--- src/rtl/fifo_stream_reader_if.sv ---
// FIFO drain port plus valid/ready stream port of fifo_stream_reader.
// master = the reader side, slave = the FIFO/consumer side.
interface fifo_stream_reader_if #(
    parameter int WIDTH = 8
);
    logic             fifo_empty;
    logic             fifo_wr_busy;
    logic [WIDTH-1:0] fifo_rdata;
    logic             fifo_rd_en;
    logic             m_valid;
    logic [WIDTH-1:0] m_data;
    logic             m_ready;
    logic             m_last;

    modport master (
        input  fifo_empty, fifo_wr_busy, fifo_rdata, m_ready,
        output fifo_rd_en, m_valid, m_data, m_last
    );

    modport slave (
        output fifo_empty, fifo_wr_busy, fifo_rdata, m_ready,
        input  fifo_rd_en, m_valid, m_data, m_last
    );
endinterface

--- src/rtl/fifo_stream_reader.sv ---
// Drains a synchronous FIFO (1-cycle read latency) into a valid/ready stream
// through a 2-entry output buffer. Optional packet framing: STREAM_LAST_EN.
module fifo_stream_reader #(
    parameter int WIDTH   = 8,
    parameter int CNT_W   = 16,
    parameter int PKT_LEN = 4
) (
    input  logic              clk,
    input  logic              reset_n,
    input  logic              enable,
    fifo_stream_reader_if.master bus,
    output logic              busy,
    output logic [CNT_W-1:0]  xfer_count
);

    typedef enum logic [1:0] {
        IDLE  = 2'd0,
        RUN   = 2'd1,
        DRAIN = 2'd2
    } state_e;

    if (PKT_LEN < 1) begin : g_pkt_len_check
        $error("fifo_stream_reader: PKT_LEN must be >= 1");
    end

    state_e             state_q, state_d;
    logic [1:0]         occ_q, occ_d;
    logic               inflight_q, inflight_d;
    logic [WIDTH-1:0]   head_q, head_d;
    logic [WIDTH-1:0]   tail_q, tail_d;
    logic               m_valid_q, m_valid_d;
    logic               m_last_q, m_last_d;
    logic               busy_q, busy_d;
    logic [CNT_W-1:0]   xfer_q, xfer_d;

    logic               hs;
    logic               fetch_ok;
    logic               rd_en;
    logic               drained;
    logic [1:0]         pending;
    logic [1:0]         occ_after_hs;

`ifdef STREAM_LAST_EN
    localparam int             PW      = (PKT_LEN > 1) ? $clog2(PKT_LEN) : 1;
    localparam logic [PW-1:0]  PKT_MAX = PW'(PKT_LEN - 1);

    // pkt_q tracks delivered words, fet_q tracks fetched words, both modulo PKT_LEN.
    logic [PW-1:0]      pkt_q, pkt_d;
    logic [PW-1:0]      fet_q, fet_d;
`endif

    always_comb begin
        // NOTE: every _d starts from its held value so no latch is inferred.
        state_d    = state_q;
        head_d     = head_q;
        tail_d     = tail_q;
        hs         = m_valid_q & bus.m_ready;
        pending    = occ_q + {1'b0, inflight_q};

`ifdef STREAM_LAST_EN
        // A drain still finishes fetching the packet it has started.
        fetch_ok   = (state_q == RUN) || ((state_q == DRAIN) && (fet_q != '0));
        drained    = !inflight_q && (occ_q == 2'd0) && (fet_q == '0);
`else
        fetch_ok   = (state_q == RUN);
        drained    = !inflight_q && (occ_q == 2'd0);
`endif

        rd_en      = fetch_ok && !bus.fifo_empty && !bus.fifo_wr_busy &&
                     ((pending < 2'd2) || ((pending == 2'd2) && hs));
        inflight_d = rd_en;

        // Pop the head first, then land any returning word in the first free slot.
        occ_after_hs = occ_q - {1'b0, hs};
        if (hs) begin
            head_d = tail_q;
        end
        if (inflight_q) begin
            if (occ_after_hs == 2'd0) begin
                head_d = bus.fifo_rdata;
            end else begin
                tail_d = bus.fifo_rdata;
            end
        end
        occ_d     = occ_after_hs + {1'b0, inflight_q};
        m_valid_d = (occ_d != 2'd0);
        xfer_d    = xfer_q + CNT_W'(hs);

        unique case (state_q)
            IDLE:    if (enable) state_d = RUN;
            RUN:     if (!enable) state_d = DRAIN;
            DRAIN: begin
                if (enable) begin
                    state_d = RUN;
                end else if (drained) begin
                    state_d = IDLE;
                end
            end
            default: state_d = IDLE;
        endcase
        busy_d = (state_d != IDLE);

`ifdef STREAM_LAST_EN
        pkt_d = pkt_q;
        fet_d = fet_q;
        if (hs) begin
            pkt_d = (pkt_q == PKT_MAX) ? '0 : pkt_q + 1'b1;
        end
        if (rd_en) begin
            fet_d = (fet_q == PKT_MAX) ? '0 : fet_q + 1'b1;
        end
        m_last_d = m_valid_d && (pkt_d == PKT_MAX);
`else
        m_last_d = 1'b0;
`endif
    end

    // NOTE: sequential state is written with non-blocking assignments only.
    always_ff @(posedge clk or negedge reset_n) begin
        if (!reset_n) begin
            state_q    <= IDLE;
            occ_q      <= 2'd0;
            inflight_q <= 1'b0;
            // NOTE: the buffer is reset too, because m_data must read 0 out of reset.
            head_q     <= '0;
            tail_q     <= '0;
            m_valid_q  <= 1'b0;
            m_last_q   <= 1'b0;
            busy_q     <= 1'b0;
            xfer_q     <= '0;
`ifdef STREAM_LAST_EN
            pkt_q      <= '0;
            fet_q      <= '0;
`endif
        end else begin
            state_q    <= state_d;
            occ_q      <= occ_d;
            inflight_q <= inflight_d;
            head_q     <= head_d;
            tail_q     <= tail_d;
            m_valid_q  <= m_valid_d;
            m_last_q   <= m_last_d;
            busy_q     <= busy_d;
            xfer_q     <= xfer_d;
`ifdef STREAM_LAST_EN
            pkt_q      <= pkt_d;
            fet_q      <= fet_d;
`endif
        end
    end

    assign bus.fifo_rd_en = rd_en;
    assign bus.m_valid    = m_valid_q;
    assign bus.m_data     = head_q;
    assign bus.m_last     = m_last_q;
    assign busy           = busy_q;
    assign xfer_count     = xfer_q;

endmodule

--- src/flat_wrapper.sv ---
// flat-port wrapper written by rule: the top's interface ports become plain ports
module fifo_stream_reader_flat 
#(
    parameter int WIDTH   = 8,
    parameter int CNT_W   = 16,
    parameter int PKT_LEN = 4
)
  (clk, reset_n, enable, busy, xfer_count, bus_fifo_empty, bus_fifo_wr_busy, bus_fifo_rdata, bus_m_ready, bus_fifo_rd_en, bus_m_valid, bus_m_data, bus_m_last);
  fifo_stream_reader_if #(.WIDTH(WIDTH)) bus_i ();
  input  logic clk;
  input  logic reset_n;
  input  logic enable;
  output logic busy;
  output logic [CNT_W-1:0] xfer_count;
  input wire logic [$bits(bus_i.fifo_empty)-1:0] bus_fifo_empty;
  input wire logic [$bits(bus_i.fifo_wr_busy)-1:0] bus_fifo_wr_busy;
  input wire logic [$bits(bus_i.fifo_rdata)-1:0] bus_fifo_rdata;
  input wire logic [$bits(bus_i.m_ready)-1:0] bus_m_ready;
  output wire logic [$bits(bus_i.fifo_rd_en)-1:0] bus_fifo_rd_en;
  output wire logic [$bits(bus_i.m_valid)-1:0] bus_m_valid;
  output wire logic [$bits(bus_i.m_data)-1:0] bus_m_data;
  output wire logic [$bits(bus_i.m_last)-1:0] bus_m_last;
  assign bus_i.fifo_empty = bus_fifo_empty;
  assign bus_i.fifo_wr_busy = bus_fifo_wr_busy;
  assign bus_i.fifo_rdata = bus_fifo_rdata;
  assign bus_i.m_ready = bus_m_ready;
  assign bus_fifo_rd_en = bus_i.fifo_rd_en;
  assign bus_m_valid = bus_i.m_valid;
  assign bus_m_data = bus_i.m_data;
  assign bus_m_last = bus_i.m_last;
  fifo_stream_reader #(.WIDTH(WIDTH), .CNT_W(CNT_W), .PKT_LEN(PKT_LEN)) u_core (.clk(clk), .reset_n(reset_n), .enable(enable), .bus(bus_i), .busy(busy), .xfer_count(xfer_count));
endmodule
--- config.mk ---
export PLATFORM = sky130hd
export DESIGN_NAME = fifo_stream_reader_flat
export DESIGN_NICKNAME = d
export VERILOG_FILES = /design/src/rtl/fifo_stream_reader_if.sv /design/src/rtl/fifo_stream_reader.sv /design/src/flat_wrapper.sv
export SDC_FILE = /design/constraint.sdc
export NUM_CORES = 1
export LEC_CHECK = 0
export CORE_ASPECT_RATIO = 1.2
export CORE_MARGIN = 2
export CORE_UTILIZATION = 46
export CTS_BUF_LIST = sky130_fd_sc_hd__clkbuf_4 sky130_fd_sc_hd__clkbuf_8
export CTS_CLUSTER_SIZE = 14
export DETAILED_ROUTE_END_ITERATION = 8
export PLACE_DENSITY = 0.78
export RECOVER_POWER = 25
export SLEW_MARGIN = 20
export SYNTH_ARGS = -nofsm -noshare
export SYNTH_HDL_FRONTEND = slang
export SYNTH_SLANG_ARGS = --single-unit
export TNS_END_PERCENT = 20
--- constraint.sdc ---
create_clock -name clk -period 1.7 [get_ports clk]
set_input_delay 0.17 -clock clk [delete_from_list [all_inputs] [get_ports clk]]
set_output_delay 0.17 -clock clk [all_outputs]
set_load 0.02 [all_outputs]
==> flow_summary_export.csv, run 1 <==
group,metric,value,unit
clock_network,clockBufferDepth,2,
critical_path,critPathKind,"register to register",
power_and_ir_drop,p_leak,1.12,nW
global_route,grt_max_degree,40,
place,place.gp.congestion,0.751,
sta,hold_viol_final,0,
detailed_routing,drt_first_iter_violations,60,
clock_network,htreeDepth,2,
detailed_routing,firstDrtPassIters,4,
sta,tightest_slew,0.935,ns
die,dieArea,4220,sq um
clock_network,root_buffer,"clkbuf_8",
die,start_util,0.474,
clock_network,insertion_delay,0.29,ns
die,die_w,59.6,um
sta,fmax,0.589,GHz
detailed_routing,routed_wl,3.53,mm
yosys,syn_area_per_cell,13.3,sq um
power_and_ir_drop,power_density,1590,nW/um^2
cells_and_area,finish.utilization,0.692,
clock_network,cts_tree,"yes",
global_route,antenna_found_initial,0,
critical_path,startpoint_type,"register",
yosys,synthesis.area,1710,sq um
clock_network,clk_pin_slew_worst_paths,0.08,ns
die,ios,42,
critical_path,worstRegToRegCells,7,
place,port_buffers,40,
critical_path,crit_start,"u_core.bus.m_valid$_DFF_PN0_",
sta,fin_ws,0.000769,ns
die,rows,24,
cells_and_area,layout-drive-gt1-share,0.335,
clock_network,clkSinkCount,39,
detailed_routing,remaining_drc_errors,0,
yosys,ys_seq_area_frac,0.571,
cells_and_area,final_cell_area,2490,sq um
yosys,ys_ff_latch,39,
detailed_routing,antenna_left,0,
status,status,"finished, final reports clean",
detailed_routing,wire_per_inst,15.5,um
global_route,track_usage,0.189,
place,placed_cell_area,2230,sq um
cells_and_area,area_growth,46.1,%
critical_path,end_kind,"register",
sta,rsz0062_at_grt,"true",
sta,skew,0.00737,ns
yosys,ys_types,24,
yosys,ys_warn_count,0,
worst_hold_path,min_path_type,"input pin to asynchronous set/reset pin",
place,hpwlAfterDp,2.39,mm
global_route,grt_pass1_wl,5.93,mm
clock_network,numCtsBuffers,5,
yosys,syn-num-nets,147,
critical_path,rr_startpoint,"u_core.bus.m_valid$_DFF_PN0_",
critical_path,crit_path_max_fanout,6,
die,die_y,70.8,um
detailed_routing,viasPerCell,5.27,
power_and_ir_drop,max-vdd-ir-drop,0.000996,V
cells_and_area,fin_nets,206,
sta,setup_viol_count_final,0,
critical_path,crit_arrival,1.88,ns
cells_and_area,diodes,0,
place,pre_cts_slack,-0.312,ns
die,core-area,3600,sq um
yosys,synthCells,128,
sta,fin_hold_ws,0.00371,ns
global_route,grt_remaining_overflow,0,
flow_run,drv_cap,0,
global_route,grt_pass1_vias,1236,
power_and_ir_drop,power,0.00396,W
sta,slew_viol_final,0,
sta,slew_headroom,0.377,
clock_network,cts-hold-fix-buffers,0,
critical_path,critPathRequiredTime,1.88,ns
detailed_routing,vias,1196,
sta,finalCritPeriodShare,1.00,
sta,finalWorstPathRequiredPeriod,1.70,ns
[registers in the layout, summed over array words and instances, names as in the netlist]
| name | cells |
|---|---|
| u_core.bus.m_data | 8 |
| u_core.bus.m_valid | 1 |
| u_core.busy | 1 |
| u_core.inflight_q | 1 |
| u_core.occ_q | 2 |
| u_core.state_q | 2 |
| u_core.tail_q | 8 |
| u_core.xfer_count | 16 |
[through the flow]
step           TNS (ns)  instances
3_5_place_dp      -7.12        215
2_1_floorplan    -0.416        128
6_report              0        227
5_1_grt          -0.287        227
4_1_cts         -0.0388        225
3_3_place_gp      -5.42        215
[kinds of logic (layout without fill, tap and decap cells)]
group / after synthesis / count (layout) / share of synthesized area
flip-flops: 39 / 39 / 0.571
AND/OR/NAND/NOR: 29 / 29 / 0.0938
multiplexers: 24 / 24 / 0.158
XOR/XNOR: 17 / 17 / 0.0916
buffers and inverters: 8 / 68 / 0.0198
adder cells (fa/ha/maj): 5 / 5 / 0.0366
AO/OA/AOI/OAI: 5 / 5 / 0.0264
other: 1 / 1 / 0.00220
[final cells by class]
type                    count  area [sq um]
inverters                   7          26.3
fillers                   269          1110
clock buffers               6          82.6
multi-input cells          81           818
repair buffers             53           507
clock inverters             2          35.0
flip-flops and latches     39           977
well taps                  39          48.8
[path summary, 6_finish.rpt]
| path | slack [ns] | end |
|---|---|---|
| worst max-delay path | 0.0008 | u_core.tail_q[2]$_DFFE_PN0P_ |
| worst min-delay path | 0.004 | u_core.xfer_count[5]$_DFF_PN0_ |
| worst max register to register | 0.0008 | u_core.tail_q[2]$_DFFE_PN0P_ |
| worst min register to register | 0.47 | u_core.xfer_count[15]$_DFF_PN0_ |
| max in group asynchronous | 1.05 | u_core.bus.m_valid$_DFF_PN0_ |
| min in group clk | 0.46 | u_core.state_q[1]$_DFF_PN0_ |
[critical path: stages, from the launching register on]
cell      delay, ns
dfrtp_2        0.43
nand2_4        0.07
inv_2          0.07
ha_4           0.18
xnor2_4        0.16
a21boi_4       0.20
buf_12         0.14
mux2_2         0.32
[repair_timing]
action,CTS,global route
buffers inserted,2,2
pin swaps,1,4
endpoints found under the setup margin,18,24
gates resized for setup,14,13
gates cloned,0,0
[metal layers]
| layer | GRT usage | share of wire | routed length (um) |
|---|---|---|---|
| met1 | 0.232 | 0.39 | 1390 |
| met2 | 0.310 | 0.54 | 1890 |
| met3 | 0.0640 | 0.055 | 195 |
| met4 | 0.0593 | 0.015 | 52 |
| met5 | 0 | 0 | 0 |
[power by group]
group / total (W) / switching (W) / internal, W
Combinational: 0.00168 / 0.000727 / 0.000955
Clock: 0.000785 / 0.000311 / 0.000475
Sequential: 0.00149 / 0.000248 / 0.00124
Total: 0.00396 / 0.00129 / 0.00267
[cells in the mapped netlist, drive strengths merged]
| cell type | n | area, sq um |
|---|---|---|
| buf | 1 | 7.51 |
| nand2 | 5 | 18.8 |
| conb | 1 | 3.75 |
| or2 | 1 | 6.26 |
| ha | 5 | 62.6 |
| nand4 | 3 | 18.8 |
| xnor2 | 6 | 60.1 |
| nand2b | 1 | 6.26 |
| nor4b | 1 | 8.76 |
| nand3 | 7 | 45.0 |
| nor4 | 4 | 25.0 |
| xor2 | 11 | 96.3 |
| o21ai | 1 | 5.00 |
| inv | 7 | 26.3 |
| a21boi | 2 | 26.3 |
| a21oi | 1 | 5.00 |
| dfrtp | 39 | 976 |
| o311ai | 1 | 8.76 |
| mux2 | 24 | 270 |
| nor2 | 3 | 11.3 |
| nor3 | 4 | 20.0 |
[layout by cell type (no fill, tap or decap), types with 4 or more instances in the layout]
master	Yosys	final
clkdlybuf4s50_1	0	38
dfrtp_1	39	38
mux2_2	24	20
buf_4	1	12
xor2_1	11	11
inv_1	7	6
clkbuf_8	0	6
xnor2_1	5	5
nand3_1	5	4
nand2_1	5	4
nor3_1	4	4
mux2_4	0	4
Power figures use the tool's default switching activity.
==> run 2, diff against run 1 <==
- CORE_ASPECT_RATIO: 1.2 -> 0.8
==> run 2 against run 1 <==
Sequential share of layout area grew 0.64 points. Total power shrank 4.3%. Cell area shrank 1.6%. Maximum frequency grew 0.13%. Critical path depth shrank 3.
==> flow_summary_export.csv, run 2 (same netlist as run 1, synthesis figures left out) <==
group,metric,value,unit
status,status,"finished, final reports clean",
global_route,grt_max_degree,40,
sta,slew_headroom,0.363,
sta,tightest_slew,0.955,ns
power_and_ir_drop,p_leak,1.09,nW
critical_path,end_kind,"output pin",
place,placed_cell_area,2250,sq um
place,hpwlAfterDp,2.44,mm
sta,fin_ws,0.00291,ns
place,pre_cts_slack,-0.325,ns
clock_network,numCtsBuffers,5,
critical_path,crit_chain,"ha_4 -> o21ai_2 -> nor4b_4 -> buf_4",
critical_path,rr_startpoint,"u_core.bus.m_valid$_DFF_PN0_",
critical_path,crit_arrival,1.53,ns
clock_network,clk_pin_slew_worst_paths,0.08,ns
die,ios,42,
critical_path,max_stage_delay,0.42,ns
clock_network,cts_tree,"yes",
clock_network,clockBufferDepth,2,
sta,finalWorstPathRequiredPeriod,1.70,ns
sta,skew,0.00661,ns
detailed_routing,drt_first_iter_violations,37,
global_route,track_usage,0.171,
global_route,antenna_found_initial,0,
clock_network,root_buffer,"clkbuf_8",
worst_hold_path,min_path_type,"input pin to asynchronous set/reset pin",
clock_network,clkSinkCount,39,
place,place.gp.congestion,0.786,
cells_and_area,final_cell_area,2450,sq um
place,port_buffers,40,
die,die_y,58.5,um
sta,finalCritPeriodShare,0.998,
flow_run,drv_cap,0,
sta,hold_viol_final,0,
clock_network,htreeDepth,2,
cells_and_area,fin_nets,205,
die,die_w,72.1,um
sta,finalSetupTns,0,ns
detailed_routing,viasPerCell,5.19,
detailed_routing,antenna_left,0,
critical_path,crit_path_max_fanout,2,
detailed_routing,firstDrtPassIters,4,
die,start_util,0.489,
sta,fmax,0.589,GHz
detailed_routing,routed_wl,3.40,mm
detailed_routing,wire_per_inst,14.9,um
cells_and_area,finish.utilization,0.702,
cells_and_area,largest_reg_flops,16,
clock_network,insertion_delay,0.29,ns
global_route,grt_remaining_overflow,0,
cells_and_area,area_growth,43.7,%
cells_and_area,layout_common_cells,"clkdlybuf4s50_1, dfrtp_1, mux2_2",
critical_path,critPathRequiredTime,1.53,ns
detailed_routing,remaining_drc_errors,0,
global_route,grt_pass1_vias,1182,
cells_and_area,diodes,0,
power_and_ir_drop,max-vdd-ir-drop,0.000947,V
critical_path,critPathKind,"register to output pin",
detailed_routing,vias,1188,
critical_path,startpoint_type,"register",
critical_path,slowest_stage,"dfrtp_1",
cells_and_area,layout-drive-gt1-share,0.348,
power_and_ir_drop,power,0.00379,W
critical_path,crit_start,"u_core.inflight_q$_DFF_PN0_",
sta,setup_viol_count_final,0,
die,dieArea,4220,sq um
die,core-area,3490,sq um
global_route,grt_pass1_wl,5.40,mm
sta,rsz0062_at_grt,"true",
die,rows,19,
power_and_ir_drop,power_density,1540,nW/um^2
sta,slew_viol_final,0,
==> run 2: changes by cell type in the layout (fill, tap and decap cells not counted), moves of 2 or more <==
cell,delta
nor3_2,+2
mux2_4,-4
nor3_1,-2
nor4_2,+2
mux2_2,+4
==> run 2: final cells by class <==
type                       count  area, sq um
fill                         245         1040
sequential                    39          977
multi-input combinational     81          805
timing repair buffer          52          490
clock buffer                   8          104
tap                           42         52.6
inverter                       7         26.3
==> run 2: per-stage QoR <==
| step | hold slack (ns) | instances |
|---|---|---|
| 2_1_floorplan | -0.126 | 128 |
| 3_3_place_gp | 0.313 | 220 |
| 3_5_place_dp | 0.330 | 220 |
| 4_1_cts | 0.0140 | 229 |
| 5_1_grt | 0.0892 | 229 |
| 6_report | 0.0163 | 229 |
==> run 2: per-layer routing <==
layer,vias to the layer above,GRT usage,wire [um]
li1,555,-,-
met2,37,0.275,1730
met3,7,0.0548,200
met4,0,0.0701,56
met1,589,0.216,1420
met5,-,0,0
==> run 2: what timing repair did <==
| action | CTS | global route |
|---|---|---|
| hold buffers | 0 | 0 |
| setup buffers | 1 | 0 |
| setup endpoints to repair | 19 | 28 |
| pin swaps | 1 | 4 |
| gates resized for setup | 14 | 11 |
==> run 2: power breakdown <==
group	total, W	switching, W	internal, W
clock	0.000694	0.000307	0.000386
sequential	0.00147	0.000223	0.00124
combinational	0.00163	0.000712	0.000916
total	0.00379	0.00124	0.00255
==> run 2: worst max-delay path, delay by kind of cell (launching register included) <==
family                   cells  cell delay (ns)
adder cells (fa/ha/maj)      1             0.25
flip-flops                   1             0.42
AND/OR/NAND/NOR              1             0.23
buffers and inverters        1             0.18
AO/OA/AOI/OAI                1             0.15
==> run 2: final timing paths <==
path / to / slack [ns] / cells past startpoint
setup / recovery: bus_fifo_rd_en / 0.003 / 4
hold / removal: u_core.xfer_count[9]$_DFF_PN0_ / 0.02 / 1
setup reg to reg: u_core.tail_q[7]$_DFFE_PN0P_ / 0.02 / 7
hold reg to reg: u_core.xfer_count[15]$_DFF_PN0_ / 0.46 / 1
max in group asynchronous: u_core.bus.m_valid$_DFF_PN0_ / 1.03 / 1
min in group clk: u_core.xfer_count[15]$_DFF_PN0_ / 0.46 / 1
==> run 3, diff against run 2 <==
- SLEW_MARGIN: 20 -> 30
==> results of run 3 <==
No change in the layout: final DEF, timing and power equal those of run 2.
==> RTL edit 1 (settings of run 3) <==
The option `STREAM_LAST_EN` is turned on by a define.
--- a/src/rtl/fifo_stream_reader.sv
+++ b/src/rtl/fifo_stream_reader.sv
@@ -1,5 +1,7 @@
 // Drains a synchronous FIFO (1-cycle read latency) into a valid/ready stream
 // through a 2-entry output buffer. Optional packet framing: STREAM_LAST_EN.
+`define STREAM_LAST_EN
+
 module fifo_stream_reader #(
     parameter int WIDTH   = 8,
     parameter int CNT_W   = 16,
Behaviour: not the same (a bounded check fails within 4 cycles, from zero or initial values and one cycle with reset_n low).
==> RTL edit 1 against run 3 <==
The flow now finishes with violations (setup timing); worst setup slack got worse by 0.19 ns; combinational power increased by 22%; synthesized area increased by 15%; sequential cell count increased by 5; utilization decreased by 2.5 points; cell count increased by 19%; global-route usage increased by 0.72 points; routed wire length increased by 13%; power increased by 18%; register-to-register slack got worse by 0.14 ns; cell area increased by 14%; synthesized cell count increased by 16%; critical path depth increased by 1; largest cell class unchanged.
==> RTL edit 1: results (changes against run 3) <==
Run status
  • Status: finished, violations left
  • Failing checks: setup timing

Drt
  • DR vias: 1,379 (+16%)
  • DRT iter0 DRCs: 61 (+65%)
  • WL final: 3840 µm (+13%)

Yosys
  • Yosys cell types: 25 (+4.2%)
  • Leading post-synthesis cells by cell area: dfrtp_1, mux2_2, ha_1
  • Mapped Cells: 149 (+16%)
  • Xor/xnor share of the synthesized area: 7.61% (-1.5 points)
  • Most instantiated cells after synthesis: dfrtp_1, mux2_2, xor2_1
  • Mux cell area share after synthesis: 16.1% (+0.30 points)
  • Adder-cell area share of the yosys netlist: 5.12% (+1.5 points)
  • Synth Net Count: 171 (+16%)
  • Post-synthesis compound-gate area fraction: 3.07% (+0.43 points)
  • Seq/Total Area, Yosys: 56.3% (-0.84 points)

GRT
  • Gr usage total: 17.8% (+0.72 points)
  • Met2 usage: 27.5% (about the same)
  • First-pass GRT wire length: 6730 µm (+25%)
  • M3 GR Usage: 5.09% (-0.39 points)

Critical path
  • Launching point of the worst reg2reg path: u_core.fet_q[1]
  • Reg2reg path depth: 6 (-1)
  • Crit path largest cell delay: 0.38 ns (-0.04 ns)
  • Reg2Reg Setup Slack: -0.12 ns (-0.14 ns)
  • Crit-path slowest cell: or3b_4
  • Crit path DAT: 1.71 ns (+0.18 ns)

Placement
  • Dpl hpwl: 2910 µm (+19%)
  • DP Cell Count: 263 (+20%)

Cells and area
  • Share of cells above drive strength 1: 33.3% (-1.4 points)
  • Fillers: 305 (+24%)
  • Layout Nets: 237 (+16%)

Timing
  • Fin Clk Skew: 0.00890 ns (+0.00229 ns)
  • PnR worst setup slack: -0.183 ns (-0.186 ns)
  • Final setup violation count: 3 (+3)
[RTL edit 1: cell count changes after synthesis, sizes merged, moves of 2 or more]
cell and change:
dfrtp +5, ha +3, mux2 +4, nand3b +2
nor2 +2
[RTL edit 1: what timing repair did]
action,4_1_cts,5_1_grt
gates resized for setup,6,8
setup buffers,0,1
endpoints found under the hold margin,22,0
pin swaps,0,1
endpoints found under the setup margin,3,12
gates cloned,0,0
hold buffers,1,0
[RTL edit 1: layout make-up]
class,instances,share of cell area (%)
Clock inverter,2,1.25
Tap cell,57,2.55
Clock buffer,6,2.73
Inverter,7,0.940
Sequential cell,44,39.5
Multi-Input combinational cell,97,33.3
Timing Repair Buffer,60,19.7
[RTL edit 1: kinds of logic after synthesis]
kind of cell / after synthesis
flops: 44
simple gates: 37
mux: 28
xor+xnor: 17
buf+inv: 8
fa+ha+maj: 8
compound gates: 7
[RTL edit 1: routing by layer]
metal / vias up / part of all wire, %
li1: 657 / -
met1: 682 / 47
met2: 35 / 47
met5: - / 0
met3: 5 / 5.1
met4: 0 / 1.4
[RTL edit 1: where the power goes]
part	leakage, nW	internal [mW]	switching [mW]
sequential	0.540	1.42	0.257
clock	0.0586	0.452	0.345
combinational	0.652	1.14	0.852
total	1.25	3.01	1.45
[RTL edit 1: worst max-delay path by stage]
stage	from	end	cells after the start
after global routing	u_core.fet_q[1]	bus_fifo_rd_en	5
after detailed placement	u_core.fet_q[1]	bus_fifo_rd_en	5
after global placement	u_core.fet_q[1]	bus_fifo_rd_en	5
after CTS	u_core.fet_q[1]	bus_fifo_rd_en	5
after floorplan	u_core.fet_q[0]	u_core.fet_q[0]	5
final	u_core.fet_q[1]	bus_fifo_rd_en	5
[RTL edit 1: per-stage QoR]
stage               instance area (µm²)  setup TNS, ns  hold slack [ns]  setup WS [ns]
finish                             2790         -0.427            0.408         -0.183
global route                       2790          -1.01            0.480         -0.262
CTS                                2760         -0.458            0.408         -0.178
detailed placement                 2640          -4.53            0.180         -0.331
global placement                   2640          -3.46            0.168         -0.297
floorplan                          2040          -1.32           -0.126         -0.163
==> RTL edit 2 (config.mk and constraints of run 3) <==
Without the edit above. Put one more register stage on the output `xfer_count`, with the module's reset. The value now appears one clock later. The other outputs are not delayed to match.
--- a/src/rtl/fifo_stream_reader.sv
+++ b/src/rtl/fifo_stream_reader.sv
@@ -154,7 +154,13 @@
     assign bus.m_data     = head_q;
     assign bus.m_last     = m_last_q;
     assign busy           = busy_q;
-    assign xfer_count     = xfer_q;
+    always_ff @(posedge clk or negedge reset_n) begin
+        if (!reset_n) begin
+            xfer_count <= '0;
+        end else begin
+            xfer_count <= xfer_q;
+        end
+    end
 
 endmodule
 
Behaviour: not the same (a bounded check fails within 10 cycles, from zero or initial values and one cycle with reset_n low).
==> RTL edit 2 against run 3 <==
The run now ends with setup timing left; synthesized cell count rose by 13%; sequential cell count is 16 higher; power increased by 21%; cell count increased by 15%; cell area grew 21%; non-clock buffer count is 4 higher; synthesized area rose by 23%; via count is 12% higher; worst setup slack got worse by 0.041 ns; routed wire length grew 23%; critical endpoint is now u_core.xfer_q[15]; highest routed layer unchanged.
==> RTL edit 2: results (changes against run 3) <==
Run status
  • Status: finished, violations left
  • Failing checks: setup timing

Yosys
  • Seq/Total Area, Yosys: 65.3% (+8.1 points)
  • Leading post-synthesis cells by cell area: dfrtp_1, mux2_2, xor2_1
  • Most instantiated cells after synthesis: dfrtp_1, mux2_2, xor2_1
  • Synth Net Count: 163 (+11%)

Critical path
  • Crit path DAT: 1.96 ns (+0.43 ns)
  • Crit path launch: u_core.bus.m_valid

GRT
  • Gr usage total: 18.0% (+0.93 points)
  • Largest net degree at the start of global routing: 39 (-2.5%)
  • First-pass GRT wire length: 6940 µm (+28%)

Timing
  • Fin Clk Skew: 0.00967 ns (+0.00306 ns)
  • Rel. slew slack: 30.5% (-5.8 points)
  • Final setup violation count: 1 (+1)
  • PnR worst setup slack: -0.0379 ns (-0.0408 ns)
  • Hold Slack: 0.414 ns (+0.398 ns)

Hold path
  • Worst Hold Class: register to register

Power
  • Leak: 1.33 nW (+21%)

Placement
  • Placement Setup Slack: -0.387 ns (-0.0614 ns)
  • Dpl hpwl: 2800 µm (+15%)
  • Placed Area: 2660 µm² (+18%)

Drt
  • WL/cell: 15.9 µm (+6.7%)
  • DRT iter0 DRCs: 61 (+65%)

Cells and area
  • Layout Nets: 225 (+9.8%)
  • Share of cells above drive strength 1: 33.3% (-1.4 points)
## RTL edit 2: area by class of cell
cell class,instances,area [µm²],share of cell area (%)
sequential,55,1380,46.5
multi-input combinational,81,811,27.4
timing repair buffer,56,539,18.2
clock buffer,6,76.3,2.58
tap,57,71.3,2.41
clock inverter,2,60.1,2.03
inverter,7,26.3,0.887
## RTL edit 2: through the flow
stage	TNS, ns	cells	utilization, %
finish	-0.0379	264	69.1
floorplan	-0.416	144	-
detailed placement	-8.49	248	62.0
global route	-0.258	264	69.1
global placement	-5.90	248	62.0
CTS	-0.0369	260	67.9
## RTL edit 2: path summary, 6_finish.rpt
path,depth (start not counted),endpoint
worst max-delay path,7,u_core.xfer_q[15]
worst min-delay path,0,u_core.xfer_count[0]
worst max register to register,7,u_core.xfer_q[15]
worst min register to register,0,u_core.xfer_count[0]
max in group asynchronous,3,u_core.xfer_q[15]
min in group asynchronous,2,u_core.tail_q[0]
## RTL edit 2: logic make-up (layout without fill, tap and decap cells)
kind of cell	count (synthesis)	after routing	synth area share [%]
AOI/OAI and AO/OA	5	5	2.14
xor gates and xnor gates	17	17	7.42
adders and majority gates	5	5	2.97
buffers and inverters	8	71	1.60
DFF	55	55	65.3
muxes	24	24	12.8
other	1	1	0.178
and+or+nand+nor	29	29	7.60
## RTL edit 2: repair_timing
item	in CTS	in global routing
gates cloned	0	0
pin swaps	3	2
buffers inserted	3	4
setup endpoints to repair	23	14
hold buffers	1	0
gates resized for setup	19	6
endpoints found under the hold margin	17	0
## RTL edit 2: power breakdown
part	internal [mW]	switching, mW
registers	1.69	0.261
clock network	0.604	0.401
logic	0.920	0.721
## RTL edit 2: layer usage
layer  wire (µm)  up-vias  share of wire [%]  global-route usage, %
met4          82        0                2.0                   8.62
li1            -      613                  -                      -
met2        2180       28                 52                   31.3
met5           0        -                  0                      0
met3         165        7                3.9                   3.48
met1        1760      683                 42                   21.6
## RTL edit 2: worst max-delay path, stage by stage (launching register included)
cell and delay [ns]:
dfrtp_2 0.39, nand2_4 0.06, inv_2 0.09, ha_2 0.21, nand4_1 0.18, buf_4 0.20, nor4_2 0.32, xor2_1 0.20
